File: config.mk
export PLATFORM = sky130hd
export DESIGN_NAME = header_check_stage
export DESIGN_NICKNAME = d
export VERILOG_FILES = /design/src/rtl/header_check_stage.sv
export SDC_FILE = /design/constraint.sdc
export NUM_CORES = 1
export LEC_CHECK = 0
export BUFFER_PORTS_ARGS = -buffer_cell sky130_fd_sc_hd__buf_2
export CORE_AREA = 2 2 510 512
export DETAILED_ROUTE_END_ITERATION = 8
export DIE_AREA = 0 0 512 514
export SLEW_MARGIN = 10
export SYNTH_ARGS = -nofsm -noshare
export SYNTH_HDL_FRONTEND = slang
export SYNTH_SLANG_ARGS = --single-unit
export TNS_END_PERCENT = 50
File: constraint.sdc
create_clock -name AXI_ACLK -period 5.6 [get_ports AXI_ACLK]
set_input_delay 0.84 -clock AXI_ACLK [delete_from_list [all_inputs] [get_ports AXI_ACLK]]
set_output_delay 0.84 -clock AXI_ACLK [all_outputs]
set_load 0.005 [all_outputs]
File: src/rtl/header_check_stage.sv
// header_check_stage
//   Classifies the first beat of every packet leaving the input FIFO and
//   decides whether the packet is forwarded unchanged, redirected to the CPU
//   port paired with its source port, or dropped. Keeps the software-visible
//   exception counters.
//
// Ports
//   AXI_ACLK / AXI_RESETN     clock, asynchronous active-low reset
//   S_AXIS_*                  slave stream (beat 0 carries the header)
//   M_AXIS_*                  registered master stream, 1-cycle latency
//   reset                     software control, bit0 holds all counters at 0
//   macN_low / macN_high      MAC address of port N = {macN_high[15:0], macN_low}
//   *_count                   32-bit wrapping event counters
module header_check_stage #(
    parameter int C_S_AXI_DATA_WIDTH   = 32,
    parameter int C_M_AXIS_DATA_WIDTH  = 256,
    parameter int C_S_AXIS_DATA_WIDTH  = 256,
    parameter int C_M_AXIS_TUSER_WIDTH = 128,
    parameter int C_S_AXIS_TUSER_WIDTH = 128,
    parameter int SRC_PORT_POS         = 16,
    parameter int DST_PORT_POS         = 24
) (
    input  logic                              AXI_ACLK,
    input  logic                              AXI_RESETN,
    input  logic [C_S_AXIS_DATA_WIDTH-1:0]    S_AXIS_TDATA,
    input  logic [C_S_AXIS_DATA_WIDTH/8-1:0]  S_AXIS_TSTRB,
    input  logic [C_S_AXIS_TUSER_WIDTH-1:0]   S_AXIS_TUSER,
    input  logic                              S_AXIS_TVALID,
    output logic                              S_AXIS_TREADY,
    input  logic                              S_AXIS_TLAST,
    output logic [C_M_AXIS_DATA_WIDTH-1:0]    M_AXIS_TDATA,
    output logic [C_M_AXIS_DATA_WIDTH/8-1:0]  M_AXIS_TSTRB,
    output logic [C_M_AXIS_TUSER_WIDTH-1:0]   M_AXIS_TUSER,
    output logic                              M_AXIS_TVALID,
    input  logic                              M_AXIS_TREADY,
    output logic                              M_AXIS_TLAST,
    input  logic [C_S_AXI_DATA_WIDTH-1:0]     reset,
    input  logic [C_S_AXI_DATA_WIDTH-1:0]     mac0_low,
    input  logic [C_S_AXI_DATA_WIDTH-1:0]     mac0_high,
    input  logic [C_S_AXI_DATA_WIDTH-1:0]     mac1_low,
    input  logic [C_S_AXI_DATA_WIDTH-1:0]     mac1_high,
    input  logic [C_S_AXI_DATA_WIDTH-1:0]     mac2_low,
    input  logic [C_S_AXI_DATA_WIDTH-1:0]     mac2_high,
    input  logic [C_S_AXI_DATA_WIDTH-1:0]     mac3_low,
    input  logic [C_S_AXI_DATA_WIDTH-1:0]     mac3_high,
    output logic [C_S_AXI_DATA_WIDTH-1:0]     wrong_mac_count,
    output logic [C_S_AXI_DATA_WIDTH-1:0]     non_ip_count,
    output logic [C_S_AXI_DATA_WIDTH-1:0]     dropped_count,
    output logic [C_S_AXI_DATA_WIDTH-1:0]     bad_ttl_count,
    output logic [C_S_AXI_DATA_WIDTH-1:0]     ver_count,
    output logic [C_S_AXI_DATA_WIDTH-1:0]     cpu_count
);

    typedef enum logic [1:0] {ST_HEADER, ST_PASS, ST_DROP} state_t;
    typedef enum logic [1:0] {ACT_FORWARD, ACT_CPU, ACT_DROP} action_t;

    localparam int CNT_WRONG_MAC = 0;
    localparam int CNT_NON_IP    = 1;
    localparam int CNT_DROPPED   = 2;
    localparam int CNT_BAD_TTL   = 3;
    localparam int CNT_VER       = 4;
    localparam int CNT_CPU       = 5;
    localparam int CNT_NUM       = 6;
    localparam logic [C_S_AXI_DATA_WIDTH-1:0] CNT_ONE = 1;

    state_t  state, next_state;
    action_t action;

    logic                            s_hs;
    logic                            hdr_hs;
    logic                            load;
    logic                            to_cpu;
    logic [CNT_NUM-1:0]              inc;
    logic [C_S_AXI_DATA_WIDTH-1:0]   count [CNT_NUM];
    logic [C_S_AXIS_TUSER_WIDTH-1:0] user_next;
    logic [47:0]                     src_mac;

    // Header fields of beat 0
    logic [7:0]  src_field;
    logic [47:0] dst_mac;
    logic [15:0] ethertype;
    logic [3:0]  version;
    logic [3:0]  ihl;
    logic [7:0]  ttl;
    logic [7:0]  protocol;

    assign src_field = S_AXIS_TUSER[SRC_PORT_POS +: 8];
    assign dst_mac   = S_AXIS_TDATA[255:208];
    assign ethertype = S_AXIS_TDATA[159:144];
    assign version   = S_AXIS_TDATA[143:140];
    assign ihl       = S_AXIS_TDATA[139:136];
    assign ttl       = S_AXIS_TDATA[79:72];
    assign protocol  = S_AXIS_TDATA[71:64];

    // Dropped packets are swallowed at full rate; otherwise a standard
    // one-deep register slice.
    assign S_AXIS_TREADY = (state == ST_DROP) ? 1'b1 : (~M_AXIS_TVALID | M_AXIS_TREADY);
    assign s_hs          = S_AXIS_TVALID & S_AXIS_TREADY;
    assign hdr_hs        = s_hs & (state == ST_HEADER);
    assign load          = s_hs & ((state == ST_PASS) | (hdr_hs & (action != ACT_DROP)));
    assign to_cpu        = hdr_hs & (action == ACT_CPU);

    // MAC of the physical port the packet came from (even bits of src field).
    always_comb begin
        src_mac = '0;
        if (src_field[0])      src_mac = {mac0_high[15:0], mac0_low};
        else if (src_field[2]) src_mac = {mac1_high[15:0], mac1_low};
        else if (src_field[4]) src_mac = {mac2_high[15:0], mac2_low};
        else if (src_field[6]) src_mac = {mac3_high[15:0], mac3_low};
    end

    // Classification rules in priority order, first match wins.
    always_comb begin
        // NOTE: every output of a combinational block gets a default first, so no path can infer a latch.
        action = ACT_FORWARD;
        inc    = '0;
        if (|{src_field[7], src_field[5], src_field[3], src_field[1]}) begin
            action = ACT_FORWARD;       // traffic from CPU is never inspected
        end else if (dst_mac != src_mac && dst_mac != 48'hFFFF_FFFF_FFFF) begin
            action             = ACT_DROP;
            inc[CNT_WRONG_MAC] = 1'b1;
        end else if (ethertype == 16'h0806) begin
            action       = ACT_CPU;
            inc[CNT_CPU] = 1'b1;
        end else if (ethertype != 16'h0800) begin
            action          = ACT_DROP;
            inc[CNT_NON_IP] = 1'b1;
        end else if (version != 4'd4 || ihl < 4'd5) begin
            action       = ACT_DROP;
            inc[CNT_VER] = 1'b1;
        end else if (ttl <= 8'd1) begin
            action           = ACT_CPU;
            inc[CNT_BAD_TTL] = 1'b1;
            inc[CNT_CPU]     = 1'b1;
        end else if (protocol == 8'd89) begin
            action       = ACT_CPU;
            inc[CNT_CPU] = 1'b1;
        end
        inc[CNT_DROPPED] = (action == ACT_DROP);
        if (!hdr_hs) inc = '0;
    end

    always_comb begin
        next_state = state;
        case (state)
            ST_HEADER: if (s_hs && !S_AXIS_TLAST)
                           next_state = (action == ACT_DROP) ? ST_DROP : ST_PASS;
            ST_PASS,
            ST_DROP:   if (s_hs && S_AXIS_TLAST) next_state = ST_HEADER;
            default:   next_state = ST_HEADER;
        endcase
    end

    always_ff @(posedge AXI_ACLK or negedge AXI_RESETN) begin
        // NOTE: sequential state uses non-blocking assignments so every register samples pre-edge values.
        if (!AXI_RESETN) state <= ST_HEADER;
        else             state <= next_state;
    end

    // CPU redirect: destination becomes the CPU port paired with the source.
    always_comb begin
        user_next = S_AXIS_TUSER;
        if (to_cpu) user_next[DST_PORT_POS +: 8] = {src_field[6:0], 1'b0};
    end

    always_ff @(posedge AXI_ACLK or negedge AXI_RESETN) begin
        // NOTE: the data registers are reset as well because their reset value is visible on the master port.
        if (!AXI_RESETN) begin
            M_AXIS_TVALID <= 1'b0;
            M_AXIS_TLAST  <= 1'b0;
            M_AXIS_TDATA  <= '0;
            M_AXIS_TSTRB  <= '0;
            M_AXIS_TUSER  <= '0;
        end else if (load) begin
            M_AXIS_TVALID <= 1'b1;
            M_AXIS_TLAST  <= S_AXIS_TLAST;
            M_AXIS_TDATA  <= S_AXIS_TDATA;
            M_AXIS_TSTRB  <= S_AXIS_TSTRB;
            M_AXIS_TUSER  <= user_next;
        end else if (M_AXIS_TREADY) begin
            M_AXIS_TVALID <= 1'b0;
        end
    end

    // Software clear is level-sensitive and wins over a same-cycle increment.
    always_ff @(posedge AXI_ACLK or negedge AXI_RESETN) begin
        if (!AXI_RESETN) begin
            for (int i = 0; i < CNT_NUM; i++) count[i] <= '0;
        end else if (reset[0]) begin
            for (int i = 0; i < CNT_NUM; i++) count[i] <= '0;
        end else begin
            for (int i = 0; i < CNT_NUM; i++)
                if (inc[i]) count[i] <= count[i] + CNT_ONE;
        end
    end

    assign wrong_mac_count = count[CNT_WRONG_MAC];
    assign non_ip_count    = count[CNT_NON_IP];
    assign dropped_count   = count[CNT_DROPPED];
    assign bad_ttl_count   = count[CNT_BAD_TTL];
    assign ver_count       = count[CNT_VER];
    assign cpu_count       = count[CNT_CPU];

    // Register bits with no function in this stage.
    logic unused_bits;
    assign unused_bits = ^{reset[C_S_AXI_DATA_WIDTH-1:1],
                           mac0_high[C_S_AXI_DATA_WIDTH-1:16], mac1_high[C_S_AXI_DATA_WIDTH-1:16],
                           mac2_high[C_S_AXI_DATA_WIDTH-1:16], mac3_high[C_S_AXI_DATA_WIDTH-1:16]};

endmodule

==> impl_metrics.ini <==
[route]
drt-wirelength-per-cell_um = 25.8
drtAntennaViolNets = 0
vias = 26600
via_per_inst = 3.68
drc = 0
dr.pass1.iters = 5
drt_wl_total_um = 186000
drtIter0Drc = 2137

[pwr]
leakage_nw = 18.8
power_density_mw_per_mm2 = 420
irDropWorstVdd_mv = 0.293

[clock_network]
cts.sinks = 612
cts_buffers = 79
post_cts_buffers = 0
cts_root_buffer = clkbuf_16
cts_resized = 0
clock_latency_ns = 0.76
ctsHtreeMaxLevel = 3
cts_tree = done
clk_pin_slew_ns = 0.06
clk_path_buf_depth = 3
cts_hold_buf = 0

[yosys]
seq_area_frac_synth_pct = 54.5
yosys_most_used_dff = dfrtp_1
syn_nets = 3099
yosysTopAreaCell = dfrtp_1
netlist_instances = 2381
synth_edf_count = 0
synthArstFlopShare_pct = 100
yosysWarnings = 0
yosys-top-cells-count = 612 x dfrtp_1, 436 x mux2_2, 138 x nor2_1
avgSynthCellArea_um2 = 11.8
synth_area_leaders = dfrtp_1 55%, mux2_2 17%, nor2_1 1.8%, nand4_1 1.6%, nand2_1 1.6%
netlist_area_mm2 = 0.0281
synth_top_area_share_pct = 54.5
synth.distinct_cells = 69
yosysMostFrequentCell = dfrtp_1
ys_ff_latch = 612

[global_routing]
met2_usage_pct = 20.5
grt_pass1_wl_um = 241000
antenna_found_initial = 132
track_usage_pct = 13.6
grtUsageMet3_pct = 6.98
grt_pass1_vias = 26000
grt_overflow = 0
grt_max_degree = 150
use_met1_pct = 16.3
busiest_layer = met2

[layout]
nets = 4394
drive_gt1_share_pct = 52.8
area_growth_pct = 49.9
finish.utilization_pct = 16.3

[setup_path]
start_kind = input port
worstPathRequired_ns = 6.20
rr_startpoint = state[0]
path_class = in -> reg
arrival_ns = 5.96
reg2reg_depth = 13
worstReg2RegEnd = non_ip_count[31]
end_kind = flip-flop
r2r_slack_ns = 1.26
worstPathMaxFanout = 24

[sta]
rsz0062_at_grt = no
hold_viol = 0
setup_violations = 0
relSlewSlack_pct = 15.3
slew_violations = 0
fin_crit_sh_pct = 95.7
layout_setup_ws_ns = 0.243
skew_ns = 0.0543
fmax_mhz = 187
fin_crit_ns = 5.36
worst_pin_slew_ns = 1.27
fin_hold_ws_ns = 0.143

[die]
ios = 1320
start_util_pct = 10.9
core_area_mm2 = 0.258
die-width_um = 512
rows = 187
die_y_um = 514
dieArea_mm2 = 0.263

[placement]
place_ws_ns = -0.509
place_congestion = 0.927
port_buffers = 1224
dp_hpwl_um = 160000

[hold_path]
hold_class = in -> async

[status]
status = complete, no violations

[flow_run]
cap_violations = 0
[power by group]
part           switching [mW]  internal, mW
sequential              0.858          5.97
clock                    2.29          3.05
combinational            2.75          2.76
[layout make-up]
cell class	count	area (µm²)
Antenna cell	69	173
Inverter	49	184
Clock inverter	33	393
Multi-Input combinational cell	1590	12100
Tap cell	3402	4260
Fill cell	28800	216000
Sequential cell	612	15300
Clock buffer	113	2310
Timing Repair Buffer	1344	7370
[cells in the final DEF (no fill, tap or decap), drive strengths merged, types with 11 or more instances in the layout]
cell       n
o22ai     41
and4      14
nand2    121
and3      37
clkinv    19
inv       56
or4       57
nor3      40
nand3     71
or3       63
o211ai    19
a21o      28
nand4     73
diode     69
a221oi    47
xnor2     26
or2       11
mux2     438
clkbuf   113
o21ai     83
and2      15
dfrtp    612
nor4      23
nor2     138
a21oi     65
xor2      16
nor2b     42
buf     1344
o31ai     35
[layer usage]
metal | wire, µm | share of wire [%] | up-vias
li1 | - | - | 11500
met1 | 75200 | 40 | 13200
met2 | 79600 | 43 | 1471
met3 | 22800 | 12 | 374
met4 | 8300 | 4.5 | 76
met5 | 465 | 0.25 | -
[cells by family after synthesis]
logic type / synth area share, %
adder cells (fa/ha/maj): 0.401
XOR/XNOR: 1.31
AND/OR/NAND/NOR: 14.1
multiplexers: 17.8
flip-flops: 54.5
buffers and inverters: 2.87
AO/OA/AOI/OAI: 8.95
[stage by stage]
| step | setup TNS [ns] | area [µm²] | power [mW] | cells |
|---|---|---|---|---|
| global route | 0 | 42000 | 18.6 | 7176 |
| finish | 0 | 42100 | 17.7 | 7212 |
| detailed placement | -9.67 | 39200 | 12.5 | 6997 |
| global placement | -3.60 | 39200 | 12.3 | 6997 |
| CTS | 0 | 41900 | 18.0 | 7143 |
| floorplan | 0 | 28100 | 8.97 | 2381 |
[state kept, by name, indices dropped and copies added (netlist names), 32 cells and up]
name             flops
ver_count           32
cpu_count           32
M_AXIS_TDATA       256
dropped_count       32
bad_ttl_count       32
non_ip_count        32
M_AXIS_TUSER       128
M_AXIS_TSTRB        32
wrong_mac_count     32
[critical path, stage by stage]
cell and delay (ns):
buf_2 0.26, nor2b_4 1.02, buf_4 0.46, buf_4 0.25, a221oi_1 0.10, o21ai_0 0.17, nand4_1 0.23, nor4_1 0.28
buf_4 0.19, and4_1 0.27, buf_12 0.16, a31oi_1 0.16, or3_1 0.45, nor4_1 0.50, buf_4 0.21, mux2_2 0.32
[how the worst max path moves through the flow]
| stage | startpoint | endpoint | slack (ns) | cells after the start |
|---|---|---|---|---|
| after detailed placement | S_AXIS_TUSER[22] | non_ip_count[31] | -0.51 | 16 |
| after global placement | S_AXIS_TUSER[22] | non_ip_count[31] | -0.53 | 16 |
| after CTS | S_AXIS_TUSER[22] | non_ip_count[31] | 0.33 | 16 |
| after global routing | S_AXIS_TUSER[22] | non_ip_count[31] | 0.06 | 16 |
| after floorplan | S_AXIS_TUSER[20] | non_ip_count[23] | 1.78 | 16 |
| final | S_AXIS_TUSER[22] | non_ip_count[31] | 0.24 | 16 |
Power figures use the tool's default switching activity.
